===== src/rtl/mem_pkg.sv =====
// Shared types for the memory-access stage: op codes, exception codes, FSM states
// and the alignment/classification helpers used by the top and the lane formatter.
package mem_pkg;

   localparam int unsigned DATA_W = 32;
   localparam int unsigned SEL_W  = 4;

   typedef enum logic [3:0] {
      OP_NONE = 4'd0,
      OP_LB   = 4'd1,
      OP_LBU  = 4'd2,
      OP_LH   = 4'd3,
      OP_LHU  = 4'd4,
      OP_LW   = 4'd5,
      OP_LWL  = 4'd6,
      OP_LWR  = 4'd7,
      OP_SB   = 4'd8,
      OP_SH   = 4'd9,
      OP_SW   = 4'd10,
      OP_SWL  = 4'd11,
      OP_SWR  = 4'd12
   } mem_op_t;

   typedef enum logic [2:0] {
      EXC_NONE        = 3'd0,
      EXC_MISALIGN_LD = 3'd1,
      EXC_MISALIGN_ST = 3'd2,
      EXC_BUS         = 3'd3,
      EXC_TIMEOUT     = 3'd4
   } exc_t;

   typedef enum logic [1:0] {
      S_IDLE = 2'd0,
      S_REQ  = 2'd1,
      S_WAIT = 2'd2,
      S_RESP = 2'd3
   } mau_state_t;

   function automatic logic is_load(mem_op_t op);
      return op inside {OP_LB, OP_LBU, OP_LH, OP_LHU, OP_LW, OP_LWL, OP_LWR};
   endfunction

   function automatic logic is_store(mem_op_t op);
      return op inside {OP_SB, OP_SH, OP_SW, OP_SWL, OP_SWR};
   endfunction

   // Partial-word ops (LWL/LWR/SWL/SWR) and byte ops are legal at any offset.
   function automatic logic misaligned(mem_op_t op, logic [1:0] a);
      logic m;
      m = 1'b0;
      case (op)
         OP_LH, OP_LHU, OP_SH: m = a[0];
         OP_LW, OP_SW:         m = (a != 2'b00);
         default:              m = 1'b0;
      endcase
      return m;
   endfunction

endpackage


===== src/rtl/mem_lane_fmt.sv =====
// Combinational lane formatter: store byte-enables/data and load extraction/merge.
// k_i is the big-endian lane index (lane 0 = bits [31:24], sel bit 3).
module mem_lane_fmt
   import mem_pkg::*;
(
   input  mem_op_t             op_i,
   input  logic [1:0]          k_i,
   input  logic [DATA_W-1:0]   wdata_i,
   input  logic [DATA_W-1:0]   rdata_i,
   output logic [SEL_W-1:0]    sel_c_o,
   output logic [DATA_W-1:0]   wdata_c_o,
   output logic [DATA_W-1:0]   ldata_c_o
);

   localparam logic [DATA_W-1:0] ONES = '1;

   logic [4:0]  sh_k;
   logic [4:0]  sh_rk;
   logic [7:0]  lane_b;
   logic [15:0] lane_h;

   assign sh_k   = {k_i, 3'b000};
   assign sh_rk  = {~k_i, 3'b000};
   assign lane_b = 8'(rdata_i >> sh_rk);
   assign lane_h = 16'(rdata_i >> {~k_i[1], 4'b0000});

   always_comb begin
      sel_c_o   = '0;
      wdata_c_o = '0;
      ldata_c_o = '0;
      if (is_load(op_i)) sel_c_o = 4'b1111;
      case (op_i)
         OP_LB:  ldata_c_o = {{24{lane_b[7]}}, lane_b};
         OP_LBU: ldata_c_o = {24'h000000, lane_b};
         OP_LH:  ldata_c_o = {{16{lane_h[15]}}, lane_h};
         OP_LHU: ldata_c_o = {16'h0000, lane_h};
         OP_LW:  ldata_c_o = rdata_i;
         OP_LWL: ldata_c_o = (rdata_i << sh_k) | (wdata_i & ~(ONES << sh_k));
         OP_LWR: ldata_c_o = (wdata_i & ~(ONES >> sh_rk)) | (rdata_i >> sh_rk);
         OP_SB: begin
            sel_c_o   = 4'b1000 >> k_i;
            wdata_c_o = {4{wdata_i[7:0]}};
         end
         OP_SH: begin
            sel_c_o   = k_i[1] ? 4'b0011 : 4'b1100;
            wdata_c_o = {2{wdata_i[15:0]}};
         end
         OP_SW: begin
            sel_c_o   = 4'b1111;
            wdata_c_o = wdata_i;
         end
         OP_SWL: begin
            sel_c_o   = 4'b1111 >> k_i;
            wdata_c_o = wdata_i >> sh_k;
         end
         OP_SWR: begin
            sel_c_o   = 4'b1111 << ~k_i;
            wdata_c_o = wdata_i << sh_rk;
         end
         default: ;
      endcase
   end

endmodule


===== src/rtl/mem_access_unit.sv =====
// Handshaked memory-access stage: accepts one op, runs a req/gnt/rvalid bus
// transaction with timeout and flush handling, and presents a formatted result.
module mem_access_unit
   import mem_pkg::*;
#(
   parameter int unsigned ADDR_WIDTH     = 32,
   parameter int unsigned TAG_WIDTH      = 16,
   parameter bit          BIG_ENDIAN     = 1'b1,
   parameter int unsigned TIMEOUT_CYCLES = 16
) (
   input  logic                  clk,
   input  logic                  rst,
   input  logic                  flush,
   input  logic                  in_valid,
   output logic                  in_ready,
   input  logic [3:0]            in_op,
   input  logic [ADDR_WIDTH-1:0] in_addr,
   input  logic [31:0]           in_wdata,
   input  logic [TAG_WIDTH-1:0]  in_tag,
   output logic                  bus_req,
   output logic                  bus_we,
   output logic [ADDR_WIDTH-1:0] bus_addr,
   output logic [3:0]            bus_sel,
   output logic [31:0]           bus_wdata,
   input  logic                  bus_gnt,
   input  logic                  bus_rvalid,
   input  logic                  bus_err,
   input  logic [31:0]           bus_rdata,
   output logic                  out_valid,
   input  logic                  out_ready,
   output logic [31:0]           out_rdata,
   output logic [TAG_WIDTH-1:0]  out_tag,
   output logic [2:0]            out_exc,
   output logic                  busy
);

   localparam int unsigned CNT_W = $clog2(TIMEOUT_CYCLES + 1);

   mau_state_t            state_q,     state_d;
   mem_op_t               op_q,        op_d;
   logic [1:0]            k_q,         k_d;
   logic [31:0]           wdata_q,     wdata_d;
   logic                  drop_q,      drop_d;
   logic [CNT_W-1:0]      cnt_q,       cnt_d;
   logic                  bus_req_q,   bus_req_d;
   logic                  bus_we_q,    bus_we_d;
   logic [ADDR_WIDTH-1:0] bus_addr_q,  bus_addr_d;
   logic [3:0]            bus_sel_q,   bus_sel_d;
   logic [31:0]           bus_wdata_q, bus_wdata_d;
   logic                  out_valid_q, out_valid_d;
   logic [31:0]           out_rdata_q, out_rdata_d;
   logic [TAG_WIDTH-1:0]  out_tag_q,   out_tag_d;
   exc_t                  out_exc_q,   out_exc_d;

   mem_op_t     in_op_t;
   logic [1:0]  in_k;
   logic        idle;
   mem_op_t     fmt_op;
   logic [1:0]  fmt_k;
   logic [31:0] fmt_wdata;
   logic [3:0]  fmt_sel;
   logic [31:0] fmt_bus_wdata;
   logic [31:0] fmt_ldata;

   assign in_op_t = mem_op_t'(in_op);
   assign in_k    = BIG_ENDIAN ? in_addr[1:0] : ~in_addr[1:0];
   assign idle    = (state_q == S_IDLE);

   // The formatter sees the incoming op while idle (store lanes) and the held op otherwise (load data).
   assign fmt_op    = idle ? in_op_t  : op_q;
   assign fmt_k     = idle ? in_k     : k_q;
   assign fmt_wdata = idle ? in_wdata : wdata_q;

   mem_lane_fmt u_fmt (
      .op_i      (fmt_op),
      .k_i       (fmt_k),
      .wdata_i   (fmt_wdata),
      .rdata_i   (bus_rdata),
      .sel_c_o   (fmt_sel),
      .wdata_c_o (fmt_bus_wdata),
      .ldata_c_o (fmt_ldata)
   );

   always_comb begin
      state_d     = state_q;
      op_d        = op_q;
      k_d         = k_q;
      wdata_d     = wdata_q;
      drop_d      = drop_q;
      cnt_d       = cnt_q;
      bus_req_d   = bus_req_q;
      bus_we_d    = bus_we_q;
      bus_addr_d  = bus_addr_q;
      bus_sel_d   = bus_sel_q;
      bus_wdata_d = bus_wdata_q;
      out_valid_d = out_valid_q;
      out_rdata_d = out_rdata_q;
      out_tag_d   = out_tag_q;
      out_exc_d   = out_exc_q;
      case (state_q)
         S_IDLE: begin
            if (in_valid && !flush) begin
               op_d      = in_op_t;
               k_d       = in_k;
               wdata_d   = in_wdata;
               out_tag_d = in_tag;
               drop_d    = 1'b0;
               cnt_d     = '0;
               if (misaligned(in_op_t, in_addr[1:0])) begin
                  state_d     = S_RESP;
                  out_valid_d = 1'b1;
                  out_rdata_d = '0;
                  out_exc_d   = is_load(in_op_t) ? EXC_MISALIGN_LD : EXC_MISALIGN_ST;
               end else if (!is_load(in_op_t) && !is_store(in_op_t)) begin
                  state_d     = S_RESP;
                  out_valid_d = 1'b1;
                  out_rdata_d = '0;
                  out_exc_d   = EXC_NONE;
               end else begin
                  state_d     = S_REQ;
                  bus_req_d   = 1'b1;
                  bus_we_d    = is_store(in_op_t);
                  bus_addr_d  = {in_addr[ADDR_WIDTH-1:2], 2'b00};
                  bus_sel_d   = fmt_sel;
                  bus_wdata_d = fmt_bus_wdata;
               end
            end
         end
         S_REQ: begin
            if (bus_gnt) begin
               state_d   = S_WAIT;
               bus_req_d = 1'b0;
               cnt_d     = '0;
               drop_d    = flush;
            end else if (flush) begin
               state_d   = S_IDLE;
               bus_req_d = 1'b0;
            end
         end
         S_WAIT: begin
            if (flush) drop_d = 1'b1;
            if (bus_rvalid || (cnt_q == CNT_W'(TIMEOUT_CYCLES - 1))) begin
               // A dropped op still waits out its response so the bus stays in step.
               if (drop_q || flush) begin
                  state_d = S_IDLE;
                  drop_d  = 1'b0;
               end else begin
                  state_d     = S_RESP;
                  out_valid_d = 1'b1;
                  out_rdata_d = bus_rvalid ? fmt_ldata : 32'h0;
                  out_exc_d   = bus_rvalid ? (bus_err ? EXC_BUS : EXC_NONE) : EXC_TIMEOUT;
               end
               cnt_d = '0;
            end else begin
               cnt_d = cnt_q + CNT_W'(1);
            end
         end
         S_RESP: begin
            if (flush || out_ready) begin
               state_d     = S_IDLE;
               out_valid_d = 1'b0;
            end
         end
         default: state_d = S_IDLE;
      endcase
   end

   always_ff @(posedge clk) begin
      if (rst) begin
         state_q     <= S_IDLE;
         op_q        <= OP_NONE;
         k_q         <= '0;
         wdata_q     <= '0;
         drop_q      <= 1'b0;
         cnt_q       <= '0;
         bus_req_q   <= 1'b0;
         bus_we_q    <= 1'b0;
         bus_addr_q  <= '0;
         bus_sel_q   <= '0;
         bus_wdata_q <= '0;
         out_valid_q <= 1'b0;
         out_rdata_q <= '0;
         out_tag_q   <= '0;
         out_exc_q   <= EXC_NONE;
      end else begin
         state_q     <= state_d;
         op_q        <= op_d;
         k_q         <= k_d;
         wdata_q     <= wdata_d;
         drop_q      <= drop_d;
         cnt_q       <= cnt_d;
         bus_req_q   <= bus_req_d;
         bus_we_q    <= bus_we_d;
         bus_addr_q  <= bus_addr_d;
         bus_sel_q   <= bus_sel_d;
         bus_wdata_q <= bus_wdata_d;
         out_valid_q <= out_valid_d;
         out_rdata_q <= out_rdata_d;
         out_tag_q   <= out_tag_d;
         out_exc_q   <= out_exc_d;
      end
   end

   assign in_ready  = idle;
   assign busy      = !idle;
   assign bus_req   = bus_req_q;
   assign bus_we    = bus_we_q;
   assign bus_addr  = bus_addr_q;
   assign bus_sel   = bus_sel_q;
   assign bus_wdata = bus_wdata_q;
   assign out_valid = out_valid_q;
   assign out_rdata = out_rdata_q;
   assign out_tag   = out_tag_q;
   assign out_exc   = out_exc_q;

endmodule

===== config.mk =====
export PLATFORM = sky130hd
export DESIGN_NAME = mem_access_unit
export DESIGN_NICKNAME = d
export VERILOG_FILES = /design/src/rtl/mem_pkg.sv /design/src/rtl/mem_lane_fmt.sv /design/src/rtl/mem_access_unit.sv
export SDC_FILE = /design/constraint.sdc
export NUM_CORES = 1
export LEC_CHECK = 0
export BUFFER_PORTS_ARGS = -buffer_cell sky130_fd_sc_hd__buf_4
export CELL_PAD_IN_SITES_DETAIL_PLACEMENT = 2
export CELL_PAD_IN_SITES_GLOBAL_PLACEMENT = 2
export CORE_ASPECT_RATIO = 0.9
export CORE_UTILIZATION = 28
export CTS_BUF_LIST = sky130_fd_sc_hd__clkbuf_8 sky130_fd_sc_hd__clkbuf_16
export CTS_CLUSTER_SIZE = 16
export DETAILED_ROUTE_END_ITERATION = 10
export GPL_TIMING_DRIVEN = 1
export PLACE_DENSITY_LB_ADDON = 0.1
export SETUP_SLACK_MARGIN = 0.15
export SLEW_MARGIN = 10
export SYNTH_ARGS = -nofsm -noshare
export SYNTH_HDL_FRONTEND = slang
export SYNTH_SLANG_ARGS = --single-unit

===== constraint.sdc =====
create_clock -name clk -period 2.55 [get_ports clk]
set_input_delay 0.255 -clock clk [delete_from_list [all_inputs] [get_ports clk]]
set_output_delay 0.255 -clock clk [all_outputs]
set_load 0.1 [all_outputs]

==> results of run 1 <==
-- what timing repair did --
| item | CTS | global route |
|---|---|---|
| endpoints found under the setup margin | 63 | 98 |
| hold endpoints to repair | 0 | 0 |
| cloned | 3 | 8 |
| hold buffers | 0 | 0 |
| pin swaps | 10 | 28 |
| buffers inserted | 17 | 27 |
| resized for setup | 41 | 111 |
-- cells by family after synthesis --
family | count (synthesis) | synth area share
DFF | 166 | 0.3304
and+or+nand+nor | 417 | 0.1929
other | 1 | 0.0003728
xor gates and xnor gates | 4 | 0.003484
adders and majority gates | 6 | 0.007463
muxes | 99 | 0.1066
AOI/OAI and AO/OA | 431 | 0.2998
buffers and inverters | 116 | 0.05896
-- area by class of cell --
| class | instances | area [um^2] | area share |
|---|---|---|---|
| sequential | 166 | 3326 | 0.2232 |
| tap | 469 | 586.8 | 0.03939 |
| multi-input combinational | 959 | 6885 | 0.4622 |
| clock buffer | 19 | 452.9 | 0.03040 |
| timing repair buffer | 401 | 3458 | 0.2321 |
| clock inverter | 12 | 151.4 | 0.01016 |
| inverter | 9 | 37.54 | 0.002520 |
-- path summary, 6_finish.rpt --
path | from | slack, ps | to | cells past startpoint
min | in_tag[11] | 50 | out_tag[11] | 3
max | state_q[1] | -40 | out_rdata[18] | 12
min reg2reg | bus_addr[11] | 450 | bus_addr[11] | 2
max reg2reg | state_q[1] | -40 | out_rdata[18] | 12
-- worst reg2reg max path: stages, from the launching register on --
cell      delay, ps
dfxtp_2         350
inv_2            60
ha_4            180
buf_8           150
buf_16          140
nor3b_4         380
nor2_1           90
buf_4           180
nor2_1          380
buf_4           260
o211ai_1        100
nand3_1         140
a22o_1          130
-- power groups by stage --
stage	combinational, mW	sequential, mW	clock, mW
4_1_cts	9.22	2.98	2.86
3_5_place_dp	8.60	3.04	0
2_1_floorplan	5.00	3.85	0
5_1_grt	11.4	3.02	2.97
6_report	10.9	2.99	2.77
3_3_place_gp	8.52	3.03	0
-- per-layer routing --
| layer | up-vias | GRT usage | share of wire |
|---|---|---|---|
| li1 | 5228 | - | - |
| met1 | 5835 | 0.3650 | 0.45 |
| met2 | 338 | 0.4392 | 0.47 |
| met3 | 53 | 0.05115 | 0.053 |
| met4 | 0 | 0.07152 | 0.019 |
| met5 | - | 0 | 0 |
-- flip-flops by register name (all words and copies together), names as in the netlist --
name,flops
k_q,2
out_valid,1
out_rdata,32
bus_sel,4
op_q,4
state_q,2
bus_wdata,32
bus_we,1
cnt_q,5
bus_addr,30
out_tag,16
bus_req,1
drop_q,1
wdata_q,32
out_exc,3
-- placed cells by master (no fill, tap or decap), types with 14 or more instances in the layout --
cell	count
nand3_1	25
buf_4	362
clkbuf_16	24
o21ai_0	38
o22ai_1	26
nor2_1	33
mux2i_1	39
dfxtp_1	164
o2bb2ai_1	33
a221oi_2	14
mux2_2	22
a22o_1	28
mux2i_2	19
a21oi_1	121
buf_12	14
a22oi_1	15
nand2_1	249
-- through the flow --
stage               std cells  TNS, ps
global route             2035   -495.1
finish                   2035   -40.73
detailed placement       1949   -712.3
CTS                      2000        0
floorplan                1241    -4340
global placement         1949   -585.0
-- cells in the mapped netlist (6+ instances only) --
cell type  count
a21boi_0       6
nor3_1        14
mux2_2        28
a21oi_1      124
o2bb2ai_1     39
inv_1          8
nand3_1       28
o22ai_1       28
nand2_1      249
o21ai_0       52
buf_4         10
clkbuf_1      55
and3_1        10
a22oi_1       21
nor3b_1       11
dfxtp_1      166
a211oi_1      13
buf_6          6
ha_1           6
mux2i_1       66
nor2b_1       10
nor2_1        41
a221oi_1      26
buf_2         29
o211ai_1      10
a31oi_1       11
a211o_1        7
nand3b_1       9
a32oi_1        9
a22o_1        28
and2_1         6
a222oi_1       6
==> qor.txt, run 1 <==
Status: complete, but fails checks
Failing checks: negative setup slack
Vias in the first global route: 11620
Die area: 36690 um^2
Pre-antenna DRT Iters: 7
Maximum VDD drop: 666.2 uV
Synth Flop Type: dfxtp_1
LEAKAGE: 5.954 nW
Post-route ant nets: 0
Via count: 11450
Clk_skew: 11.77 ps
Final Hold Slack: 46.09 ps
Num CTS Buffers: 17
H-tree Lvls: 4
Tcrit/Tclk final: 1.015
Crit path kind: flop to flop
Final Util: 0.4231
N_diodes: 0
Worst relative slew slack: 0.5770
Final min period: 2588 ps
GR Overflow Total: 0
Seq pwr share: 0.179
Area of the core: 35220 um^2
All-Layer GR Usage: 0.2706
Worst skew pair latency: 460 ps
Worst EP required: 2960 ps
Count of cell types in the netlist: 91
Pint: 8.750 mW
Drt initial violations: 711
Yosys warns: 0
EDFF count, synth: 0
CP Launch Type: flop
Worst path max stage delay: 380 ps
Die width: 201.8 um
Routed vias/inst: 5.629
Global-route wire length before repair: 74880 um
Pre-CTS setup slack: -52.73 ps
Critical Path AT: 2990 ps
Post-Route WL: 52800 um
RD Place Congestion: 0.9256
RSZ-0062 raised after global routing: true
Final #Nets: 1684
Final instance area: 14900 um^2
Worst Setup Slack, final: -37.97 ps
Die height: 181.8 um
Largest net degree at the start of global routing: 58
Antenna violations before repair: 0
Number of fill cells in the layout: 3867
Root buffer cell: clkbuf_16
Psw: 7.933 mW
Max Cap Violations: 0
Slew Limit Fails: 0
CTS sink cnt: 166
Max Buffers Root-to-Sink: 2
Drt drc: 0
CP max FO: 7
IO buf count: 245
Hold Crit Class: input port to flop
CP max-delay cell: nor3b_4
Pwr per Cell Area: 1120 nW/um^2
Worst path bufs/invs: 5
Comb pwr share: 0.655
Worst-path cell chain: inv_2 -> ha_4 -> buf_8 -> buf_16 -> nor3b_4 -> nor2_1 -> buf_4 -> nor2_1 -> buf_4 -> o211ai_1 -> nand3_1 -> a22o_1
Synth Instances: 1240
Post-Syn Area: 10060 um^2
Hold Vio Cnt, Final: 0
Final number of setup-violating endpoints: 2
Sw frac: 0.4755
I/O pin cnt: 248
Worst Tran Pin Value: 627.9 ps
Yosys reg bits: 166
Rows: 65
Clock share of power: 0.166
Register area share after synthesis: 0.3304
Post-DP HPWL: 38220 um
CP endpoint kind: flop
Placed cell area: 12950 um^2
Starting Density: 0.2856
F_max: 386.4 MHz
Area growth from synthesis to layout: 48.12%
CTS clk-pin slew, worst paths: 70 ps
Top cells by area, synth: dfxtp_1, nand2_1, mux2i_1, a21oi_1, o2bb2ai_1
Area share of the largest cell type after synthesis: 0.3304
WL/cell: 25.95 um
Syn avg cell area: 8.112 um^2
Final Power: 16.68 mW
CTS tree: built
Cell family with most CP delay: simple AND/OR/NAND/NOR gates
Layout cells sized above 1: 0.3831
Synth async-reset ratio: 0
Yosys top cell by area: dfxtp_1
Note: power is estimated with default switching activity, not from simulation.
==> run 2: changes to the inputs <==
--- a/config.mk
+++ b/config.mk
@@ -15,7 +15,6 @@
 export DETAILED_ROUTE_END_ITERATION = 10
 export GPL_TIMING_DRIVEN = 1
 export PLACE_DENSITY_LB_ADDON = 0.1
-export SETUP_SLACK_MARGIN = 0.15
 export SLEW_MARGIN = 10
 export SYNTH_ARGS = -nofsm -noshare
 export SYNTH_HDL_FRONTEND = slang
==> qor.txt, run 2 (synthesis results as in run 1) <==
All-Layer GR Usage: 0.2673
Antenna violations before repair: 1
Largest net degree at the start of global routing: 62
Status: complete, no violations
Hold_buf cts: 0
Area growth from synthesis to layout: 39.10%
Critical Path Source: state_q[0]
Global-route wire length before repair: 73970 um
Start of the worst register-to-register path: state_q[0]
Max Cap Violations: 0
Layout cells sized above 1: 0.3246
Slew Limit Fails: 0
CP max FO: 28
Final instance area: 13990 um^2
Worst EP required: 2900 ps
Rows: 65
Routed vias/inst: 5.615
Clk_skew: 7.803 ps
Worst Tran Pin Value: 626.6 ps
RD Place Congestion: 0.9313
Die width: 201.8 um
H-tree Lvls: 4
N_diodes: 0
Post-DP HPWL: 37880 um
Starting Density: 0.2856
Maximum VDD drop: 451.9 uV
Max Buffers Root-to-Sink: 2
Final #Nets: 1648
Crit path kind: flop to flop
Post-route ant nets: 0
Worst skew pair latency: 460 ps
Final number of setup-violating endpoints: 0
Hold Vio Cnt, Final: 0
Post-Route WL: 50320 um
Commonest non-fill, non-tap cell in the layout: buf_4
Number of fill cells in the layout: 3960
Die height: 181.8 um
Pwr per Cell Area: 1100 nW/um^2
IO buf count: 245
Critical Path AT: 2830 ps
Tcrit/Tclk final: 0.9738
F_max: 402.7 MHz
Via count: 11230
Reg2Reg Setup Slack: 70 ps
GR Overflow Total: 0
Commonest non-fill, non-tap cells in the layout: buf_4, nand2_1, dfxtp_1
Pre-antenna DRT Iters: 7
CP endpoint kind: flop
Placed cell area: 13010 um^2
Num CTS Buffers: 17
Sequential cell area: 3326 um^2
Multi-input gate area: 6386 um^2
Area of the core: 35220 um^2
Hold path start: in_tag[15]
CP Launch Type: flop
Drt initial violations: 759
WL/cell: 25.16 um
Dpl cells: 1960
RSZ-0062 raised after global routing: true
Non-filler instance count after layout: 2000
Root buffer cell: clkbuf_16
CTS clk-pin slew, worst paths: 80 ps
I/O pin cnt: 248
CTS sink cnt: 166
Final min period: 2483 ps
CTS tree: built
Die area: 36690 um^2
Hold Crit Class: input port to flop
Worst relative slew slack: 0.5703
Vias in the first global route: 11490
LEAKAGE: 5.655 nW
Drt drc: 0
Setup TNS: 0 ps
[run 2: through the flow]
stage               power (mW)  hold WS (ps)  utilization  worst slack, ps
floorplan                8.595         391.0            -           -150.4
global placement         11.67         438.9       0.3693           -31.41
detailed placement       11.78         450.7       0.3693           -81.50
CTS                      14.76         12.41       0.3877            3.551
global route             16.04         28.90       0.3973           -63.26
finish                   15.39         34.21       0.3973            66.73
[run 2: worst max-delay path, stage by stage, from the launching register on]
cell and delay, ps:
dfxtp_2 340, inv_2 90, ha_4 220, buf_12 210
buf_6 150, mux2_2 380, mux4_2 530, a22oi_2 140
nor3_1 60, a221o_1 250
[run 2: timing repair]
| action | CTS | global route |
|---|---|---|
| endpoints found under the setup margin | 20 | 63 |
| resized for setup | 5 | 41 |
| pin swaps | 0 | 6 |
| endpoints found under the hold margin | 0 | 0 |
| gates cloned | 0 | 3 |
| buffers inserted | 0 | 5 |
[run 2: layout make-up]
class / count / area share
multi-input combinational: 959 / 0.4564
sequential: 166 / 0.2377
tap: 469 / 0.04194
inverter: 9 / 0.002683
clock buffer: 18 / 0.03139
clock inverter: 14 / 0.01377
timing repair buffer: 365 / 0.2161
[run 2: per-layer routing]
layer,vias up,part of all wire,global-route usage
met5,-,0,0
met4,0,0.024,0.07909
met3,69,0.068,0.07771
met2,331,0.47,0.4272
met1,5683,0.44,0.3460
li1,5147,-,-
[run 2: where the power goes]
group | internal [mW] | switching (mW)
Sequential | 2.82 | 0.165
Clock | 1.60 | 1.28
Combinational | 3.49 | 6.04
Total | 7.91 | 7.48
[run 2: final timing paths]
| path | end | cells after the start |
|---|---|---|
| setup reg to reg | bus_wdata[31] | 9 |
| setup / recovery | bus_wdata[31] | 9 |
| hold reg to reg | out_tag[9] | 2 |
| hold / removal | out_tag[15] | 3 |
